===== src/rtl/buffer_pkg.sv =====
// Shared definitions for the buffer family: default geometry and a constant-safe clog2.
package buffer_pkg;

    localparam int unsigned BufDefaultWidth = 8;
    localparam int unsigned BufDefaultDepth = 4;

    // Ceiling log2; returns 0 for values 0 and 1.
    function automatic int unsigned clog2(input int unsigned value);
        int unsigned result;
        result = 0;
        while ((64'd1 << result) < 64'(value)) begin
            result = result + 1;
        end
        return result;
    endfunction

endpackage


===== src/rtl/buffer_mem.sv =====
// DEPTH x WIDTH register array with a synchronous write port and an asynchronous read port.
module buffer_mem #(
    parameter int unsigned WIDTH = 8,
    parameter int unsigned DEPTH = 4,
    parameter int unsigned ADDR_W = 2
) (
    input  logic              clk_i,
    input  logic              we_i,
    input  logic [ADDR_W-1:0] waddr_i,
    input  logic [WIDTH-1:0]  wdata_i,
    input  logic [ADDR_W-1:0] raddr_i,
    output logic [WIDTH-1:0]  rdata_o
);

    // Contents are deliberately not reset; occupancy is tracked by the pointers.
    logic [WIDTH-1:0] mem_q [DEPTH];

    always_ff @(posedge clk_i) begin
        if (we_i) begin
            mem_q[waddr_i] <= wdata_i;
        end
    end

    assign rdata_o = mem_q[raddr_i];

endmodule


===== src/rtl/fifo_buffer.sv =====
// First-word-fall-through FIFO with valid/ready handshakes on both sides and occupancy flags.
module fifo_buffer
    import buffer_pkg::*;
#(
    parameter int unsigned WIDTH    = BufDefaultWidth,
    parameter int unsigned DEPTH    = BufDefaultDepth,
    parameter int unsigned AF_LEVEL = 3
) (
    input  logic                   CLK,
    input  logic                   RST,
    input  logic [WIDTH-1:0]       I_DATA,
    input  logic                   I_VALID,
    output logic                   I_READY,
    output logic [WIDTH-1:0]       O_DATA,
    output logic                   O_VALID,
    input  logic                   O_READY,
    output logic [clog2(DEPTH):0]  COUNT,
    output logic                   FULL,
    output logic                   EMPTY,
    output logic                   ALMOST_FULL
);

    localparam int unsigned PtrW = clog2(DEPTH);
    localparam int unsigned CntW = PtrW + 1;
    localparam logic [CntW-1:0] DepthCnt = CntW'(DEPTH);
    localparam logic [CntW-1:0] AfCnt    = CntW'(AF_LEVEL);

    if ((DEPTH < 2) || ((DEPTH & (DEPTH - 1)) != 0)) begin : g_bad_depth
        $error("fifo_buffer: DEPTH must be a power of two and at least 2");
    end
    if ((AF_LEVEL < 1) || (AF_LEVEL > DEPTH)) begin : g_bad_af
        $error("fifo_buffer: AF_LEVEL must lie in 1..DEPTH");
    end

    logic [PtrW-1:0] wr_ptr_q, wr_ptr_d;
    logic [PtrW-1:0] rd_ptr_q, rd_ptr_d;
    logic [CntW-1:0] count_q, count_d;
    logic            push, pop;

    // Flags come from the registered count only, so no I_* to O_* path exists.
    always_comb begin
        FULL        = (count_q == DepthCnt);
        EMPTY       = (count_q == '0);
        ALMOST_FULL = (count_q >= AfCnt);
        I_READY     = !FULL;
        O_VALID     = !EMPTY;
        COUNT       = count_q;
    end

    assign push = I_VALID & I_READY;
    assign pop  = O_VALID & O_READY;

    // Pointers wrap naturally because DEPTH is a power of two.
    always_comb begin
        wr_ptr_d = wr_ptr_q;
        rd_ptr_d = rd_ptr_q;
        count_d  = count_q;
        if (push) begin
            wr_ptr_d = wr_ptr_q + 1'b1;
        end
        if (pop) begin
            rd_ptr_d = rd_ptr_q + 1'b1;
        end
        if (push && !pop) begin
            count_d = count_q + 1'b1;
        end else if (pop && !push) begin
            count_d = count_q - 1'b1;
        end
    end

    always_ff @(posedge CLK or posedge RST) begin
        if (RST) begin
            wr_ptr_q <= '0;
            rd_ptr_q <= '0;
            count_q  <= '0;
        end else begin
            wr_ptr_q <= wr_ptr_d;
            rd_ptr_q <= rd_ptr_d;
            count_q  <= count_d;
        end
    end

    buffer_mem #(
        .WIDTH  (WIDTH),
        .DEPTH  (DEPTH),
        .ADDR_W (PtrW)
    ) u_mem (
        .clk_i   (CLK),
        .we_i    (push),
        .waddr_i (wr_ptr_q),
        .wdata_i (I_DATA),
        .raddr_i (rd_ptr_q),
        .rdata_o (O_DATA)
    );

endmodule


===== config.mk =====
export PLATFORM = sky130hd
export DESIGN_NAME = fifo_buffer
export DESIGN_NICKNAME = d
export VERILOG_FILES = /design/src/rtl/buffer_pkg.sv /design/src/rtl/buffer_mem.sv /design/src/rtl/fifo_buffer.sv
export SDC_FILE = /design/constraint.sdc
export NUM_CORES = 1
export LEC_CHECK = 0
export ABC_AREA = 1
export ABC_CLOCK_PERIOD_IN_PS = 2300
export BUFFER_PORTS_ARGS = -buffer_cell sky130_fd_sc_hd__clkbuf_2
export CAP_MARGIN = 20
export CORE_ASPECT_RATIO = 1.1
export CORE_MARGIN = 2
export CORE_UTILIZATION = 55
export CTS_CLUSTER_DIAMETER = 150
export DETAILED_ROUTE_END_ITERATION = 16
export PLACE_DENSITY = 0.78
export SYNTH_ARGS = -nofsm -noshare
export SYNTH_HDL_FRONTEND = slang
export SYNTH_SLANG_ARGS = --single-unit

===== constraint.sdc =====
create_clock -name CLK -period 2.3 [get_ports CLK]
set_input_delay 0.115 -clock CLK [delete_from_list [all_inputs] [get_ports CLK]]
set_output_delay 0.115 -clock CLK [all_outputs]
set_load 0.01 [all_outputs]

Word level (Yosys, flattened, before mapping)
Memory sizes are Yosys's and may differ from the RTL's.
Cells that the tools add are included.
Cells by class
  $add $sub $neg: 4
  $mul: 0
  div/mod/pow operators: 0
  magnitude comparators: 1
  eq/ne operators: 1
  shift-type cells: 0
  mux-type cells: 4
  bitwise operators: 2
  reduce and logical (&&, ||, !) cells: 8
Operators with widths (count)
  $mux W3: 2
  $add A2 B1 Y2 const B: 2
  $logic_not A1 Y1: 4
  $add A3 B1 Y3 const B: 1
  $eq A3 B3 Y1 const B: 1
  $ge A3 B2 Y1 const B: 1
  $logic_not A3 Y1: 1
  $sub A3 B1 Y3 const B: 1
  $and A1 B1 Y1: 2
  $logic_and A1 B1 Y1: 2
  $mux W1: 2
  $reduce_bool A2 Y1: 1
Word-level totals
  flip-flop bits (word level): 7
  latch bits: 0
  memory bits (writable): 32
  bits in read-only memories: 0
  input bits: 12
  output and inout port bits: 16
  word-level logic and storage cells: 24
  memories kept: 1
Memories
  u_mem.mem_q: depth 4, bits a word 8, rd ports 1, clocked after Yosys merged registers in 0, write ports 1, RTL line buffer_mem.sv:16  | logic [WIDTH-1:0] mem_q [DEPTH];

Depth between registers and ports, before layout
Gate-level depths: netlist of run 1.
  depth in word-level cells: 7
  depth in mapped cells: 12
  depth with buffers taken out: 12

Modules after synthesis
Synthesis of run 1 repeated with hierarchy kept, for this count alone.
Second synthesis, totals
  cell total of the unflattened synthesis: 186
  area total of the unflattened synthesis: 1809.2 µm²
By module, submodules not included
  buffer_mem: instances 1, cells an instance 133, area each 1387.6 µm², seq. area each 960.9 µm²
  fifo_buffer: instances 1, cells an instance 53, area each 421.7 µm², seq. area each 175.2 µm²

Worst setup path before layout of run 1
No wires, ideal clock.
  path kind: flip-flop to flip-flop
  from: register count_q[0] (netlist: COUNT[0])
  to: register count_q[1] (netlist: COUNT[1])
  library setup time: 0.128 ns
  data arrival time: 1.681 ns
  data required time: 2.172 ns
  setup slack: 0.491 ns
  stages on the path, launching flop included: 10
  path buffers: 0
  clock period less this slack: 1.809 ns
  path through: dfrtp_1 -> inv_1 -> nand3_4 -> nand2_4 -> inv_1 -> ha_1 -> inv_1 -> fa_1 -> nand2_1 -> o21ai_0
On the way
  elaborated cells between the ends (all ways): 15
  classes of those cells: add/sub: 2; eq/ne: 1; mux: 2; bitwise: 2; reduce/logical: 8
RTL lines
  from (decl): RTL line fifo_buffer.sv:37  | logic [CntW-1:0] count_q, count_d;
  from (signal assigned): RTL line fifo_buffer.sv:79  | count_q <= count_d;
  $eq A3 B3 Y1: RTL line fifo_buffer.sv:42  | FULL = (count_q == DepthCnt);
  $logic_not A1 Y1: RTL line fifo_buffer.sv:45  | I_READY = !FULL;
  via I_READY: RTL line fifo_buffer.sv:13  | output logic I_READY,
  $and A1 B1 Y1: RTL line fifo_buffer.sv:50  | assign push = I_VALID & I_READY;
  via push: RTL line fifo_buffer.sv:38  | logic push, pop;
  $logic_and A1 B1 Y1: RTL line fifo_buffer.sv:64  | if (push && !pop) begin
  $mux W3: RTL line fifo_buffer.sv:64
  via count_d[1]: RTL line fifo_buffer.sv:37
The timed path passes the listed nets, and every way through them passes these cells. The select of a mux whose other input is x is not followed.
A chain may end at the register's enable or synchronous reset.

Final worst setup path of run 1
  from: register count_q[1] (netlist: COUNT[1])
  to: register count_q[1] (netlist: COUNT[1])
On the way
  elaborated cells between the ends (all ways): 15
  classes of those cells: add/sub: 2; eq/ne: 1; mux: 2; bitwise: 2; reduce/logical: 8
RTL lines (RTL line)
  $eq A3 B3 Y1: fifo_buffer.sv:42
  $logic_not A1 Y1: fifo_buffer.sv:45
  $and A1 B1 Y1: fifo_buffer.sv:50
  via push: fifo_buffer.sv:38
  $logic_and A1 B1 Y1: fifo_buffer.sv:64
  $mux W3: fifo_buffer.sv:64
  via count_d[1]: fifo_buffer.sv:37
The timed path passes the listed nets, and every way through them passes these cells. The select of a mux whose other input is x is not followed.

==> flow_summary.json, run 1 <==
{
  "cts_buffer_depth": 2,
  "crit_path_end_kind": "register",
  "grt_usage": 0.198,
  "utilization": 0.699,
  "yosys.cell_types.count": 19,
  "final_area_um2": 2150,
  "die-area_um2": 3700,
  "area_growth_pct": 20.8,
  "ir_drop_mv": 0.985,
  "ys_warn_count": 0,
  "grtUsageMet3": 0.0698,
  "dp_worst_setup_slack_ps": 411,
  "grt_busiest_layer": "met2",
  "cap_violations": 0,
  "via_count": 1205,
  "rsz0062_at_grt": "false",
  "cp_data_required_time_ps": 2530,
  "cts_sinks": 39,
  "cp.arrival_ps": 2160,
  "setup_viol": 0,
  "hold_viol_final": 0,
  "synth_top_area_frac": 0.540,
  "syn-mean-instance-area_um2": 11.4,
  "nets": 219,
  "hpwlAfterDp_um": 2250,
  "post_drt_wl_per_cell_um": 14.0,
  "setup_tns_ps": 0,
  "routed_wl_um": 3310,
  "cp_max_fo": 7,
  "yosys.area.top_type": "edfxtp_1",
  "hold_depth": 3,
  "drcViolationCount": 0,
  "grt_max_degree": 34,
  "first_global_vias": 1195,
  "antenna_left": 0,
  "clock_latency_ps": 340,
  "antenna_found_initial": 0,
  "hold_end": "rd_ptr_q[0]",
  "slew_headroom": 0.663,
  "synth_area_um2": 1780,
  "finalWorstSetupSlack_ps": 370,
  "hold_buffers": 8,
  "die_h_um": 63.6,
  "cp_num_buf_inv": 3,
  "worstMarginPinSlew_ps": 505,
  "grt-ovfl-total": 0,
  "final_cell_mix": "nand2_1, inv_1, edfxtp_1",
  "p_leak_nw": 1.00,
  "rrSetupSlack_ps": 370,
  "ys_seq_area_frac": 0.639,
  "drt_iter0_drc": 47,
  "clk_pin_slew_ps": 110,
  "rows": 21,
  "timing.hold.ws_ps": 46.3,
  "min_from": "O_READY",
  "critPathMostFrequentCell": "inv_1",
  "final_common_cell": "nand2_1",
  "cp-start-kind": "register",
  "slowest_stage": "dfrtp_1",
  "worstSetupPathType": "register to register",
  "dieWidth_um": 58.2,
  "postSynthCellCount": 156,
  "drtPass1Iterations": 4,
  "cts_tree": "yes",
  "maxSlewViolCount": 0,
  "synth_area_leaders": "edfxtp_1, dfrtp_1, nand2_1",
  "fmax_mhz": 518,
  "cts_root_buf": "clkbuf_4",
  "start_util": 0.578,
  "numPortBuffers": 27,
  "place_area_um2": 1960,
  "ys_ff_latch": 39,
  "core-area_um2": 3070,
  "power_density_nw_per_um2": 1260,
  "cp_top_family": "adder cells",
  "use_met2": 0.355,
  "crit_chain": "inv_1, nand3_4, nand2_4, inv_1, ha_1, inv_1, fa_1, nand2_1, o21ai_0",
  "cts_max_level": 2,
  "r2r_start": "COUNT[1]",
  "reg2reg_depth": 9,
  "worstReg2RegEnd": "COUNT[1]",
  "ioPinCount": 28,
  "cts-resized-gates": 0,
  "grt_pass1_wl_um": 5270,
  "hold_path.class": "input port to register",
  "finalWorstPathRequiredPeriod_ps": 1930,
  "finalCritPeriodShare": 0.839,
  "numCtsBuffers": 5,
  "drive_gt1_frac": 0.228,
  "fin_skew_ps": 3.85,
  "cts_setup_buffers": 0,
  "slowest_delay_ps": 430,
  "cp.depth": 9,
  "viasPerCell": 5.11,
  "gr-usage-met1": 0.213,
  "place.gp.congestion": 0.850,
  "diodes": 0,
  "status": "finished clean",
  "syn-num-nets": 174
}
==> sequential cells by signal, indices dropped and copies added (netlist names) <==
name and cells:
u_mem.mem_q 32, COUNT 3, rd_ptr_q 2, wr_ptr_q 2
==> cell families (layout without fill, tap and decap cells) <==
logic type / count (synthesis) / after routing / synth area share
buffers and inverters: 39 / 85 / 0.0985
and+or+nand+nor: 53 / 53 / 0.138
DFF: 39 / 39 / 0.639
adders and majority gates: 6 / 6 / 0.0464
AOI/OAI and AO/OA: 18 / 18 / 0.0732
xor gates and xnor gates: 1 / 1 / 0.00493
==> cell usage after synthesis <==
library cell   n
nand2_2        1
xnor2_1        1
inv_2          2
buf_4          1
fa_1           1
ha_1           5
o211ai_1      16
nand3_4        2
buf_6          2
nand2_1       39
edfxtp_1      32
dfrtp_1        7
clkbuf_8       1
nand2_4        1
nor2_1         4
nand3_1        5
o21ai_0        2
nand4_1        1
inv_1         33
==> worst register-to-register path: cells and delay by family (launching register included) <==
kind / cells / cell delay [ps]
fa+ha+maj: 2 / 620
flops: 1 / 430
buf+inv: 3 / 360
simple gates: 3 / 340
compound gates: 1 / 70
==> metal layers <==
metal | vias to the layer above | wire length (µm)
met5 | - | 0
met2 | 29 | 1790
li1 | 602 | -
met1 | 569 | 1300
met3 | 5 | 161
met4 | 0 | 48
==> stage by stage <==
step	total power [mW]	cells
finish	2.70	236
global route	2.90	236
CTS	2.72	235
detailed placement	2.16	219
global placement	2.09	219
floorplan	1.82	156
==> power breakdown <==
part           leakage (nW)  total, mW  switching [mW]  internal (mW)
sequential            0.378       1.07           0.119          0.949
combinational         0.573       1.08           0.669          0.408
clock                0.0525      0.557           0.218          0.339
==> final cells by class <==
class | count | area [µm²]
flip-flops and latches | 39 | 1140
fillers | 219 | 926
multi-input cells | 78 | 467
repair buffers | 42 | 270
inverters | 35 | 131
clock inverters | 2 | 60.1
well taps | 34 | 42.5
clock buffers | 6 | 41.3
==> worst max path at each step <==
stage / from / endpoint / slack, ps
after detailed placement: COUNT[0] / COUNT[1] / 410
final: COUNT[1] / COUNT[1] / 370
after CTS: COUNT[0] / COUNT[1] / 390
after global placement: COUNT[0] / COUNT[1] / 510
after floorplan: COUNT[0] / COUNT[1] / 490
after global routing: COUNT[0] / COUNT[2] / 230
No activity file was read; power rests on OpenSTA's default activity.
==> inputs of run 2 (changes only) <==
Settings changed: ABC_CLOCK_PERIOD_IN_PS 2300 to 2000.
Clock period 2.3 ns to 2 ns, I/O delays scaled along.
==> flow_summary.json, run 2 (same netlist as run 1, synthesis figures left out) <==
{
  "status": "finished clean",
  "wl_met2_um": 1630,
  "die_h_um": 63.6,
  "final_cell_mix": "nand2_1, edfxtp_1, inv_1",
  "sw_frac_of_total": 0.389,
  "setup_viol": 0,
  "fin_skew_ps": 12.1,
  "drt_iter0_drc": 44,
  "dp_worst_setup_slack_ps": 103,
  "hold_viol_final": 0,
  "post_drt_wl_per_cell_um": 13.2,
  "cts_buffer_depth": 2,
  "antenna_left": 0,
  "start_util": 0.578,
  "cp.arrival_ps": 2100,
  "hpwlAfterDp_um": 2120,
  "dp_cells": 217,
  "diodes": 0,
  "ir_drop_mv": 0.978,
  "routed_wl_um": 3110,
  "grt_usage": 0.195,
  "seqPwrFrac": 0.415,
  "via_count": 1218,
  "rrSetupSlack_ps": 150,
  "hold_path.class": "input port to register",
  "grt-ovfl-total": 0,
  "rows": 21,
  "first_global_vias": 1153,
  "maxSlewViolCount": 0,
  "clock_latency_ps": 350,
  "ioPinCount": 28,
  "finalCritPeriodShare": 0.924,
  "worstMarginPinSlew_ps": 500,
  "routed-wl-met3_um": 108,
  "core-area_um2": 3070,
  "p_sw_mw": 1.15,
  "dieWidth_um": 58.2,
  "place.gp.congestion": 0.835,
  "area_growth_pct": 19.1,
  "drtPass1Iterations": 5,
  "rsz0062_at_grt": "false",
  "top_layer": "met4",
  "stdcell_count": 235,
  "crit_path_end_kind": "register",
  "cp_max_fo": 7,
  "nets": 218,
  "antenna_found_initial": 0,
  "cts_sinks": 39,
  "final_common_cell": "nand2_1",
  "p_leak_nw": 0.985,
  "worstSetupPathType": "register to register",
  "fillCellCount": 238,
  "power_density_nw_per_um2": 1400,
  "drcViolationCount": 0,
  "cts_max_level": 2,
  "cts_setup_buffers": 0,
  "final_area_um2": 2120,
  "regMostFlops": "u_mem.mem_q",
  "viasPerCell": 5.18,
  "finalWorstSetupSlack_ps": 151,
  "power_frac_clock": 0.172,
  "cp-start-kind": "register",
  "cap_violations": 0,
  "cts_tree": "yes",
  "met1_length_um": 1300,
  "grt_max_degree": 34,
  "grt_pass1_wl_um": 5200,
  "numCtsBuffers": 5,
  "numPortBuffers": 27,
  "power_frac_comb": 0.413,
  "finalWorstPathRequiredPeriod_ps": 1850,
  "largest_reg_flops": 32,
  "fmax_mhz": 541,
  "slew_headroom": 0.666,
  "clk_pin_slew_ps": 120,
  "setup_tns_ps": 0,
  "drive_gt1_frac": 0.229,
  "power_mw": 2.96,
  "p_int_mw": 1.81,
  "place_area_um2": 1940,
  "die-area_um2": 3700,
  "cts_root_buf": "clkbuf_4",
  "cp_data_required_time_ps": 2250
}
-- run 2: cell count changes in the layout (fill, tap and decap cells not counted), sizes merged --
cell | before | now
bufinv | 2 | 1
dlygate4sd3 | 9 | 10
clkinv | 0 | 2
clkbuf | 33 | 32
buf | 6 | 4
-- run 2: power by group through the flow --
stage	Sequential (mW)	Clock, mW	Combinational (mW)
after floorplan	1.21	0	0.884
after global placement	1.23	0	1.16
after detailed placement	1.25	0	1.22
after CTS	1.23	0.527	1.25
after global routing	1.25	0.556	1.39
final	1.23	0.509	1.22
-- run 2: path summary, 6_finish.rpt --
path                             start  cells past startpoint          end
max reg2reg                   COUNT[0]                      9     COUNT[1]
min in group asynchronous          RST                      3  rd_ptr_q[1]
max                           COUNT[0]                      9     COUNT[1]
min reg2reg                rd_ptr_q[0]                      2  rd_ptr_q[0]
min                            I_VALID                      3  wr_ptr_q[1]
max in group asynchronous          RST                      3  wr_ptr_q[0]
-- run 2: area by class of cell --
class | instances | area (µm²) | share of cell area
Sequential cell | 39 | 1140 | 0.536
Multi-Input combinational cell | 78 | 467 | 0.220
Timing Repair Buffer | 41 | 265 | 0.125
Inverter | 35 | 131 | 0.0620
Tap cell | 34 | 42.5 | 0.0201
Clock inverter | 3 | 38.8 | 0.0183
Clock buffer | 5 | 37.5 | 0.0177
-- run 2: what timing repair did --
action | in CTS | in global routing
gates resized for setup | 0 | 2
setup endpoints to repair | 0 | 2
endpoints found under the hold margin | 40 | 0
hold buffers | 10 | 0
-- run 2: worst max-delay path: stages, from the launching register on --
cell and delay, ps:
dfrtp_1 470, inv_2 130, nand3_4 100, nand2_4 110, inv_1 50, ha_1 200
inv_1 100, fa_1 430, nand2_1 80, o21ai_0 70
-- run 2: metal layers --
layer,GRT usage,vias up
met3,0.0452,10
met4,0.0959,0
met2,0.331,29
met5,0,-
li1,-,602
met1,0.229,577
-- run 2: metrics by stage --
step / hold WS [ps] / utilization
after floorplan: -96.6 / -
after global placement: 21.6 / 0.632
after detailed placement: 30.4 / 0.632
after CTS: 13.4 / 0.689
after global routing: 41.4 / 0.689
final: 27.4 / 0.689
